<file path="config.mk">
export PLATFORM = sky130hd
export DESIGN_NAME = uart_frame_monitor
export DESIGN_NICKNAME = d
export VERILOG_FILES = /design/src/rtl/uart_frame_monitor.sv
export SDC_FILE = /design/constraint.sdc
export NUM_CORES = 1
export LEC_CHECK = 0
export CORE_UTILIZATION = 50
export DETAILED_ROUTE_END_ITERATION = 8
export PLACE_DENSITY = 0.73
export SYNTH_ARGS = -nofsm -noshare
export SYNTH_HDL_FRONTEND = slang
export SYNTH_SLANG_ARGS = --single-unit
</file>
<file path="constraint.sdc">
create_clock -name clk -period 3.02 [get_ports clk]
set_clock_uncertainty 0.05 [all_clocks]
set_input_delay 0.604 -clock clk [delete_from_list [all_inputs] [get_ports clk]]
set_output_delay 0.604 -clock clk [all_outputs]
set_load 0.01 [all_outputs]
</file>
<file path="src/rtl/uart_frame_monitor.sv">
// uart_frame_monitor: passive UART receiver that reports each frame's data word, parity error, framing error and a running frame count.
//   clk, reset    : clock and synchronous active-high reset
//   rx            : observed serial line (idle high, LSB first)
//   data          : last received word; data_valid strobes one cycle per completed frame
//   parity_err    : parity mismatch; frame_err : a stop bit was sampled low (both qualified by data_valid)
//   frame_count   : completed frames since reset (wraps); busy : a frame is in progress
module uart_frame_monitor #(
  parameter int BIT_CYCLES = 6,
  parameter int DATA_BITS  = 8,
  parameter int PARITY     = 0,
  parameter int STOP_BITS  = 1,
  parameter int COUNT_W    = 8
) (
  input  logic                 clk,
  input  logic                 reset,
  input  logic                 rx,
  output logic [DATA_BITS-1:0] data,
  output logic                 data_valid,
  output logic                 parity_err,
  output logic                 frame_err,
  output logic [COUNT_W-1:0]   frame_count,
  output logic                 busy
);
  localparam int HALF = BIT_CYCLES / 2;
  localparam int BW = $clog2(DATA_BITS);
  typedef enum logic [2:0] {ST_ARM, ST_IDLE, ST_START, ST_DATA, ST_PARITY, ST_STOP} state_t;
  state_t               state_q;
  logic [7:0]           cnt_q;
  logic [BW-1:0]        bit_q;
  logic [DATA_BITS-1:0] sh_q, data_q;
  logic                 par_q, stop_q, ferr_q, dv_q, perr_q, frame_err_q;
  logic [COUNT_W-1:0]   fc_q;
  logic                 at_bit, stop_bad, last_stop;
  // cnt_q equals the number of cycles since the previous sample, so a full bit period ends a bit
  assign at_bit = cnt_q == 8'(BIT_CYCLES);
  assign stop_bad = ferr_q | ~rx;
  assign last_stop = stop_q == 1'(STOP_BITS - 1);
  always_ff @(posedge clk) begin
    if (reset) begin
      state_q <= ST_ARM;
      cnt_q <= '0;
      bit_q <= '0;
      sh_q <= '0;
      data_q <= '0;
      par_q <= 1'b0;
      stop_q <= 1'b0;
      ferr_q <= 1'b0;
      dv_q <= 1'b0;
      perr_q <= 1'b0;
      frame_err_q <= 1'b0;
      fc_q <= '0;
    end else begin
      dv_q <= 1'b0;
      cnt_q <= at_bit ? 8'd1 : cnt_q + 8'd1;
      case (state_q)
        ST_ARM: if (rx) state_q <= ST_IDLE;
        ST_IDLE: begin
          cnt_q <= 8'd1;
          // a falling edge seen during the strobe cycle is deliberately ignored
          if (!rx && !dv_q) state_q <= ST_START;
        end
        ST_START: begin
          cnt_q <= cnt_q == 8'(HALF) ? 8'd1 : cnt_q + 8'd1;
          bit_q <= '0;
          par_q <= 1'b0;
          stop_q <= 1'b0;
          ferr_q <= 1'b0;
          if (cnt_q == 8'(HALF)) state_q <= rx ? ST_IDLE : ST_DATA;
        end
        ST_DATA: if (at_bit) begin
          sh_q <= {rx, sh_q[DATA_BITS-1:1]};
          bit_q <= bit_q + 1'b1;
          if (bit_q == BW'(DATA_BITS - 1)) state_q <= PARITY != 0 ? ST_PARITY : ST_STOP;
        end
        ST_PARITY: if (at_bit) begin
          par_q <= rx;
          state_q <= ST_STOP;
        end
        ST_STOP: if (at_bit) begin
          stop_q <= 1'b1;
          ferr_q <= stop_bad;
          if (last_stop) begin
            data_q <= sh_q;
            dv_q <= 1'b1;
            perr_q <= (PARITY != 0) && ((^sh_q ^ par_q) != (PARITY == 2));
            frame_err_q <= stop_bad;
            fc_q <= fc_q + 1'b1;
            // a framing error may mean the line is stuck low, so wait for it to return high
            state_q <= stop_bad ? ST_ARM : ST_IDLE;
          end
        end
        default: state_q <= ST_ARM;
      endcase
    end
  end
  assign data = data_q;
  assign data_valid = dv_q;
  assign parity_err = perr_q;
  assign frame_err = frame_err_q;
  assign frame_count = fc_q;
  assign busy = state_q inside {ST_START, ST_DATA, ST_PARITY, ST_STOP};
endmodule

</file>
==> impl_metrics.yaml, run 1 <==
outcome:
  run_status: "completed"
power_and_ir_drop:
  netSwitchingPower_uw: 338
  seqPwrFrac_pct: 53.4
  peakVddDrop_mv: 0.318
  power_report.internal_total_uw: 835
  power.combinational.fraction_pct: 17.1
  clock_power_share_pct: 29.5
  p_per_area_nw_per_um2: 525
  power_switching_share_pct: 28.8
  leakagePower_nw: 0.968
route:
  ant_nets_after_route: 0
  routed_wirelength_mm: 3.56
  drc: 0
  drt_iter0_markers: 88
  routed_length_per_placed_instance_um: 13.2
  drtPass1Iterations: 4
  detail_route.vias_per_cell: 5.46
  routed-via-count: 1474
finish:
  multi_input_area_um2: 1020
  drive_gt1_share_pct: 7.66
  synthToLayoutAreaGrowth_pct: 15.6
  ff_latch_area_um2: 841
  diodes: 0
  filler_cell_count: 333
  finalInstanceArea_um2: 2230
  finish.utilization_pct: 60.5
  nets: 230
critical_path:
  timing.critical_path.max_delay_family: "flip-flops"
  timing.critical_path.arrival_ps: 1650
  crit_path_cell_trace: "ha_1 > clkdlybuf4s50_1"
  timing.critical_path.fanout_max: 13
  cp_slowest_stage_delay_ps: 570
  endpoint_kind: "output pin"
  cp_num_buf_inv: 1
  critPathRequiredTime_ps: 2370
  critPathLaunchType: "register"
  crit_slowest_cell: "sky130_fd_sc_hd__dfxtp_1"
  critical_path_class: "register to output pin"
sta:
  worst_tran_pin_value_ps: 694
  min_clock_period_post_route_ps: 2300
  fmaxAchievable_mhz: 434
  timing_max_transition_violations_final: 0
  final.setup.tns_ps: 0
  hold_viol_final: 0
  setup_viol_count_final: 0
  final_min_period_over_clock_period_pct: 76.3
  setup_repair_after_global_routing_missed_its_margin: "no"
  slew-limit-headroom_pct: 52.5
cts:
  tritoncts_clock_tree: "done"
  ctsRootBufferMaster: "sky130_fd_sc_hd__clkbuf_8"
  post_cts.repair.setup_buffers: 0
  worst_skew_pair.late_latency_ps: 290
  post_cts_resized: 0
  clock_sinks: 42
  cts_hold_buffers: 0
  cts_inserted_buffers: 5
  worst_setup_hold_path_clk_slew_ps: 70
  cts_htree_levels: 2
  bufs_on_longest_clock_path: 2
floorplanning:
  chipHeight_um: 64.1
  rows: 22
  die_width_um: 64.1
  die-area_um2: 4110
  design.core.area_um2: 3690
  floorplan.initialDensity_pct: 52.3
  top_level_ports: 23
logic_synthesis:
  syn_inst: 203
  synth_fp_nets: 212
  synth_common_cells: "sky130_fd_sc_hd__dfxtp_1, sky130_fd_sc_hd__nor2_1, sky130_fd_sc_hd__mux2i_1, sky130_fd_sc_hd__nand3_1, sky130_fd_sc_hd__xor2_1"
  synth.avg_cell_area_um2: 9.51
  mapped_area_um2: 1930
  synthesis.yosys.warnings: 0
  yosys.cell_types.count: 46
  synth.top_cells.by_area: "sky130_fd_sc_hd__dfxtp_1, sky130_fd_sc_hd__mux2i_1, sky130_fd_sc_hd__nor2_1"
  synth.most_common_cell: "sky130_fd_sc_hd__dfxtp_1"
  synth-edff-count: 0
  dominantRegCellSynth: "sky130_fd_sc_hd__dfxtp_1"
  netlist.area_leader.share_pct: 43.6
  synth-seq-area-share_pct: 43.6
  postSynth.asyncResetShare_pct: 0
  synth_largest_area_cell: "sky130_fd_sc_hd__dfxtp_1"
  flip_flop_and_latch_count_after_synthesis: 42
placed_design:
  dpl.hpwl_mm: 2.59
  place.gp.congestion: 0.778
  io_buffers: 21
  place_area_um2: 2150
grt:
  grt_usage_pct: 19.7
  grt_start_max_net_pins: 22
  first_pass_grt_wire_length_mm: 6.18
  grt_overflow: 0
  antenna_found_initial: 0
  grt_pass1_vias: 1368
run:
  drv_cap: 0
hold_path:
  hold_path_class: "register to register"
-- layer usage --
| metal | up-vias | wire length (um) | global-route usage [%] | part of all wire [%] |
|---|---|---|---|---|
| li1 | 745 | - | - | - |
| met2 | 24 | 1720 | 33.8 | 48 |
| met4 | 0 | 65 | 9.17 | 1.8 |
| met1 | 698 | 1680 | 23.6 | 47 |
| met3 | 7 | 105 | 3.93 | 2.9 |
| met5 | - | 0 | 0 | 0 |
-- sequential cells by signal, indices dropped and copies added, names as in the netlist, 3 cells and up --
signal,cells
cnt_q,8
data,8
frame_count,8
sh_q,8
bit_q,3
state_q,3
-- cells by family (layout without fill, tap and decap cells) --
family                   Yosys count  after routing  share of synthesized area (%)
AND/OR/NAND/NOR                   87             87                           24.9
adder cells (fa/ha/maj)            6              6                           3.89
other                              1              1                          0.194
buffers and inverters             14             33                           3.82
XOR/XNOR                          10             10                           4.54
AO/OA/AOI/OAI                     21             21                           7.52
multiplexers                      22             22                           11.6
flip-flops                        42             42                           43.6
-- stage by stage --
stage          std cells  hold slack, ps  worst slack [ps]  power (mW)
3_3_place_gp         262             408               665       0.824
5_1_grt              270             465               630        1.24
3_5_place_dp         262             433               549       0.841
2_1_floorplan        203             402              1330       0.800
6_report             270             436               717        1.17
4_1_cts              270             444               721        1.19
-- cell type report --
| class | count | area share [%] |
|---|---|---|
| Multi-Input combinational cell | 147 | 45.5 |
| Sequential cell | 42 | 37.7 |
| Timing Repair Buffer | 22 | 9.75 |
| Clock buffer | 6 | 3.25 |
| Tap cell | 48 | 2.69 |
| Clock inverter | 2 | 0.617 |
| Inverter | 3 | 0.504 |
-- power groups by stage --
stage | combinational [mW] | clock [mW] | sequential (mW)
final | 0.200 | 0.346 | 0.627
after global routing | 0.226 | 0.375 | 0.634
after CTS | 0.203 | 0.358 | 0.626
after detailed placement | 0.202 | 0 | 0.639
after global placement | 0.189 | 0 | 0.635
after floorplan | 0.190 | 0 | 0.610
-- cells in the final DEF (no fill, tap or decap), types with 4 or more instances in the layout --
cell type / count
sky130_fd_sc_hd__nand3_1: 9
sky130_fd_sc_hd__nand2_1: 5
sky130_fd_sc_hd__a21oi_1: 6
sky130_fd_sc_hd__dfxtp_1: 42
sky130_fd_sc_hd__xor2_1: 8
sky130_fd_sc_hd__clkdlybuf4s50_1: 21
sky130_fd_sc_hd__nor2b_1: 4
sky130_fd_sc_hd__mux2i_1: 19
sky130_fd_sc_hd__clkbuf_8: 5
sky130_fd_sc_hd__nor2_1: 36
sky130_fd_sc_hd__ha_1: 6
-- tightest hold or removal path, delay by kind of cell (launching register included) --
| family | cells | cell delay, ps |
|---|---|---|
| flops | 1 | 310 |
| simple gates | 1 | 70 |
| compound gates | 1 | 60 |
-- worst paths after layout --
check | slack, ps | start | depth (start not counted) | end
setup / recovery | 720 | state_q[1]$_SDFFE_PP0P_ | 2 | busy
hold / removal | 440 | bit_q[2]$_SDFFE_PP0P_ | 2 | bit_q[2]$_SDFFE_PP0P_
setup reg to reg | 830 | cnt_q[0]$_SDFF_PP0_ | 6 | bit_q[0]$_SDFFE_PP0P_
hold reg to reg | 440 | bit_q[2]$_SDFFE_PP0P_ | 2 | bit_q[2]$_SDFFE_PP0P_
No activity file was read; power rests on OpenSTA's default activity.
==> run 2: changes to the inputs <==
Settings changed: CORE_UTILIZATION 50 to 49, PLACE_DENSITY 0.73 to 0.74.
Clock period 3.02 ns to 1.9 ns, I/O delays scaled along.
==> impl_metrics.yaml, run 2 (synthesis gave the netlist of run 1 again) <==
floorplanning:
  top_level_ports: 23
  design.core.area_um2: 3720
  chipHeight_um: 64.8
  rows: 22
  die-area_um2: 4200
  floorplan.initialDensity_pct: 52.0
  die_width_um: 64.8
cts:
  ctsRootBufferMaster: "sky130_fd_sc_hd__clkbuf_8"
  cts_htree_levels: 2
  clock_sinks: 42
  bufs_on_longest_clock_path: 2
  cts_inserted_buffers: 5
  worst_setup_hold_path_clk_slew_ps: 80
  worst_skew_pair.late_latency_ps: 300
  tritoncts_clock_tree: "done"
critical_path:
  timing.critical_path.max_delay_family: "simple AND/OR/NAND/NOR gates"
  cp_slowest_stage_delay_ps: 380
  cp_num_buf_inv: 0
  critical_path_class: "register to register"
  crit_path_cell_trace: "ha_1 > and4bb_2 > nand4_2 > nor3_1 > mux2_2"
  critPathRequiredTime_ps: 2050
  endpoint_kind: "register"
  critical_path.reg2reg.startpoint: "cnt_q[1]$_SDFF_PP0_"
  timing.critical_path.arrival_ps: 1940
  crit_slowest_cell: "sky130_fd_sc_hd__dfxtp_1"
  crit_start: "cnt_q[1]$_SDFF_PP0_"
  timing.critical_path.fanout_max: 6
  critPathLaunchType: "register"
power_and_ir_drop:
  peakVddDrop_mv: 0.420
  post-layout-total-power_mw: 1.97
  leakagePower_nw: 1.03
  p_per_area_nw_per_um2: 842
grt:
  grt_pass1_vias: 1274
  met3_usage_pct: 4.23
  grt_util_met1_pct: 25.5
  grt_start_max_net_pins: 17
  first_pass_grt_wire_length_mm: 5.90
  gr-max-usage-layer: "met2"
  antenna_found_initial: 0
  grt_usage_pct: 18.5
  grt_overflow: 0
  met2_usage_pct: 25.5
run:
  drv_cap: 0
finish:
  diodes: 0
  mostFrequentLayoutCells: "sky130_fd_sc_hd__dfxtp_1, sky130_fd_sc_hd__nor2_1, sky130_fd_sc_hd__clkdlybuf4s50_1"
  drive_gt1_share_pct: 14.6
  filler_cell_count: 325
  synthToLayoutAreaGrowth_pct: 21.3
  final_cells: 281
  mostFrequentLayoutCell: "sky130_fd_sc_hd__dfxtp_1"
  nets: 241
  finish.utilization_pct: 63.0
sta:
  slew-limit-headroom_pct: 66.9
  final.setup.tns_ps: 0
  worst_tran_pin_value_ps: 495
  final_worst_hold_slack_ps: 432
  setup_repair_after_global_routing_missed_its_margin: "no"
  hold_viol_final: 0
  final_min_period_over_clock_period_pct: 94.6
  fmaxAchievable_mhz: 556
  setup_viol_count_final: 0
  timing_max_transition_violations_final: 0
  min_clock_period_post_route_ps: 1800
route:
  drc: 0
  routed_wirelength_mm: 3.59
  ant_nets_after_route: 0
  routed_length_per_placed_instance_um: 12.8
  drt_iter0_markers: 89
  detail_route.vias_per_cell: 5.27
  drtPass1Iterations: 4
  routed-via-count: 1482
hold_path:
  hp-start: "bit_q[1]$_SDFFE_PP0P_"
  hold_path_class: "register to register"
placed_design:
  place.gp.congestion: 0.808
  place.detailed.instances: 273
  dpl.hpwl_mm: 2.44
  io_buffers: 21
outcome:
  run_status: "completed"
==> run 2: changes by cell type in the layout (fill, tap and decap cells not counted), sizes merged <==
cell / delta
buf: +11
clkbuf: +1
clkdlybuf4s50: -1
clkinv: -2
dlygate4sd2: +1
inv: +1
==> run 2: per-layer routing <==
| layer | up-vias | routed length [um] |
|---|---|---|
| met5 | - | 0 |
| met4 | 0 | 81 |
| met3 | 7 | 136 |
| met1 | 668 | 1800 |
| met2 | 39 | 1570 |
| li1 | 768 | - |
==> run 2: worst paths after layout <==
kind              cells past startpoint                           to  slack, ps
setup / recovery                      5  frame_count[7]$_SDFFE_PP0P_        100
hold / removal                        2        bit_q[1]$_SDFFE_PP0P_        430
setup reg to reg                      5  frame_count[7]$_SDFFE_PP0P_        100
hold reg to reg                       2        bit_q[1]$_SDFFE_PP0P_        430
==> run 2: worst register-to-register path, cell delays in order, from the launching register on <==
cell                       delay, ps
sky130_fd_sc_hd__dfxtp_1         380
sky130_fd_sc_hd__ha_1            160
sky130_fd_sc_hd__and4bb_2        350
sky130_fd_sc_hd__nand4_2         160
sky130_fd_sc_hd__nor3_1          240
sky130_fd_sc_hd__mux2_2          350
==> run 2: stage by stage <==
stage	worst slack [ps]	cell area (um^2)
after floorplan	209	1930
after global placement	-10.6	2230
after detailed placement	-47.3	2230
after CTS	47.1	2330
after global routing	19.3	2340
final	103	2340
==> run 2: layout make-up <==
class                      instances  area (um^2)  area share [%]
sequential                        42          847            36.2
timing repair buffer              33          299            12.8
inverter                           3         11.3           0.481
multi-input combinational        147         1030            43.9
clock inverter                     1         8.76           0.374
tap                               48         60.1            2.57
clock buffer                       7         86.3            3.69
==> run 2: timing repair <==
| action | CTS | global route |
|---|---|---|
| buffers inserted | 0 | 0 |
| resized for setup | 4 | 4 |
| endpoints found under the setup margin | 1 | 10 |
| hold buffers | 0 | 0 |
| pin swaps | 0 | 0 |
==> run 2: power by group <==
| part | total (mW) | switching (mW) | internal, mW |
|---|---|---|---|
| clock | 0.609 | 0.309 | 0.300 |
| sequential | 0.993 | 0.0702 | 0.923 |
| combinational | 0.369 | 0.179 | 0.190 |
==> run 3: changes to the inputs <==
Settings changed: CORE_ASPECT_RATIO set to 0.9.
==> impl_metrics.yaml, run 3 (synthesis gave the netlist of run 1 again) <==
outcome:
  run_status: "completed"
sta:
  hold_viol_final: 0
  timing_max_transition_violations_final: 0
  final_min_period_over_clock_period_pct: 92.8
  setup_viol_count_final: 0
  fmaxAchievable_mhz: 567
  final_worst_hold_slack_ps: 429
  min_clock_period_post_route_ps: 1760
  setup_repair_after_global_routing_missed_its_margin: "no"
cts:
  worst_skew_pair.late_latency_ps: 290
  tritoncts_clock_tree: "done"
  cts_hold_buffers: 0
  post_cts.repair.setup_buffers: 0
  cts_htree_levels: 2
  clock_sinks: 42
  ctsRootBufferMaster: "sky130_fd_sc_hd__clkbuf_8"
  cts_inserted_buffers: 5
  bufs_on_longest_clock_path: 2
  worst_setup_hold_path_clk_slew_ps: 90
finish:
  diodes: 0
  synthToLayoutAreaGrowth_pct: 23.8
  finalInstanceArea_um2: 2390
  mostFrequentLayoutCells: "sky130_fd_sc_hd__dfxtp_1, sky130_fd_sc_hd__nor2_1, sky130_fd_sc_hd__clkdlybuf4s50_1"
  mostFrequentLayoutCell: "sky130_fd_sc_hd__dfxtp_1"
  drive_gt1_share_pct: 16.6
  finish.utilization_pct: 63.6
  final_cells: 281
  nets: 243
hold_path:
  worstHoldEndpoint: "bit_q[2]$_SDFFE_PP0P_"
  min_path_cells: 2
  hp-start: "bit_q[2]$_SDFFE_PP0P_"
  hold_path_class: "register to register"
power_and_ir_drop:
  peakVddDrop_mv: 0.686
  post-layout-total-power_mw: 2.07
  p_per_area_nw_per_um2: 868
  leakagePower_nw: 1.06
placed_design:
  place.detailed.instances: 273
  dpl.hpwl_mm: 2.58
  place_area_um2: 2250
  io_buffers: 21
  place.gp.congestion: 0.814
route:
  drtPass1Iterations: 4
  drc: 0
  routed_wirelength_mm: 3.69
  detail_route.vias_per_cell: 5.30
  detailroute.wirelength.met2_mm: 1.67
  route.met3.wl_um: 112
  route.top_layer_used: "met4"
  drt_iter0_markers: 66
  routed_length_per_placed_instance_um: 13.1
  m1WireLength_mm: 1.88
  routed-via-count: 1490
  ant_nets_after_route: 0
grt:
  antenna_found_initial: 0
  grt_overflow: 0
  grt_start_max_net_pins: 29
  grt_pass1_vias: 1228
  first_pass_grt_wire_length_mm: 5.81
  grt_usage_pct: 18.7
critical_path:
  cp_slowest_stage_delay_ps: 350
  rrSetupSlack_ps: 140
  r2r.worst_path.cells: 6
  crit_path_cell_trace: "inv_1 > ha_1 > and4bb_2 > nand4_2 > nor3_2 > mux2_2"
  crit_slowest_cell: "sky130_fd_sc_hd__dfxtp_2"
  r2r_end: "frame_count[7]$_SDFFE_PP0P_"
  critical_path.reg2reg.startpoint: "cnt_q[0]$_SDFF_PP0_"
  critical_path_class: "register to register"
  critPathRequiredTime_ps: 2040
  timing.critical_path.fanout_max: 6
  timing.critical_path.arrival_ps: 1900
  critPathLaunchType: "register"
  endpoint_kind: "register"
floorplanning:
  top_level_ports: 23
  floorplan.initialDensity_pct: 51.4
  die_width_um: 68.2
  chipHeight_um: 61.6
  design.core.area_um2: 3760
  rows: 21
  die-area_um2: 4200
run:
  drv_cap: 0
run 3: power breakdown:
| part | leakage, nW | internal, mW | switching (mW) | total (mW) |
|---|---|---|---|---|
| combinational | 0.658 | 0.204 | 0.192 | 0.396 |
| sequential | 0.340 | 0.919 | 0.0625 | 0.982 |
| clock | 0.0579 | 0.387 | 0.308 | 0.695 |
run 3: how the worst max path moves through the flow:
| stage | start | to | slack [ps] | cells past startpoint |
|---|---|---|---|---|
| final | cnt_q[0]$_SDFF_PP0_ | frame_count[7]$_SDFFE_PP0P_ | 140 | 6 |
| after global routing | cnt_q[0]$_SDFF_PP0_ | frame_count[7]$_SDFFE_PP0P_ | 20 | 6 |
| after CTS | cnt_q[0]$_SDFF_PP0_ | frame_count[7]$_SDFFE_PP0P_ | 40 | 6 |
| after detailed placement | rx | state_q[0]$_SDFFE_PP0P_ | -20 | 6 |
| after global placement | rx | state_q[0]$_SDFFE_PP0P_ | -6 | 6 |
| after floorplan | cnt_q[0]$_SDFF_PP0_ | frame_count[7]$_SDFFE_PP0P_ | 210 | 7 |
run 3: timing repair:
| item | CTS | global route |
|---|---|---|
| gates resized for setup | 4 | 6 |
| endpoints found under the setup margin | 1 | 19 |
| pin swaps | 0 | 0 |
| endpoints found under the hold margin | 0 | 0 |
run 3: per-stage QoR:
step	TNS (ps)	worst slack [ps]
4_1_cts	0	36.9
3_5_place_dp	-23.7	-23.7
5_1_grt	0	18.9
2_1_floorplan	0	209
6_report	0	137
3_3_place_gp	-6.43	-6.43
run 3: final cells by class:
cell class	count	area, um^2
tap	46	57.6
clock inverter	3	40.0
timing repair buffer	35	327
inverter	3	11.3
clock buffer	5	68.8
multi-input combinational	147	1040
sequential	42	847
fill	325	1370
run 3: metal layers:
layer | vias up | GRT usage [%]
met2 | 28 | 27.3
met4 | 0 | 5.36
met1 | 693 | 27.3
met5 | - | 0
met3 | 3 | 4.44
li1 | 766 | -
run 3: worst max-delay path, delay by kind of cell, from the launching register on:
kind,cells,cell delay [ps]
AND/OR/NAND/NOR,3,710
flip-flops,1,350
multiplexers,1,350
adder cells (fa/ha/maj),1,140
buffers and inverters,1,60
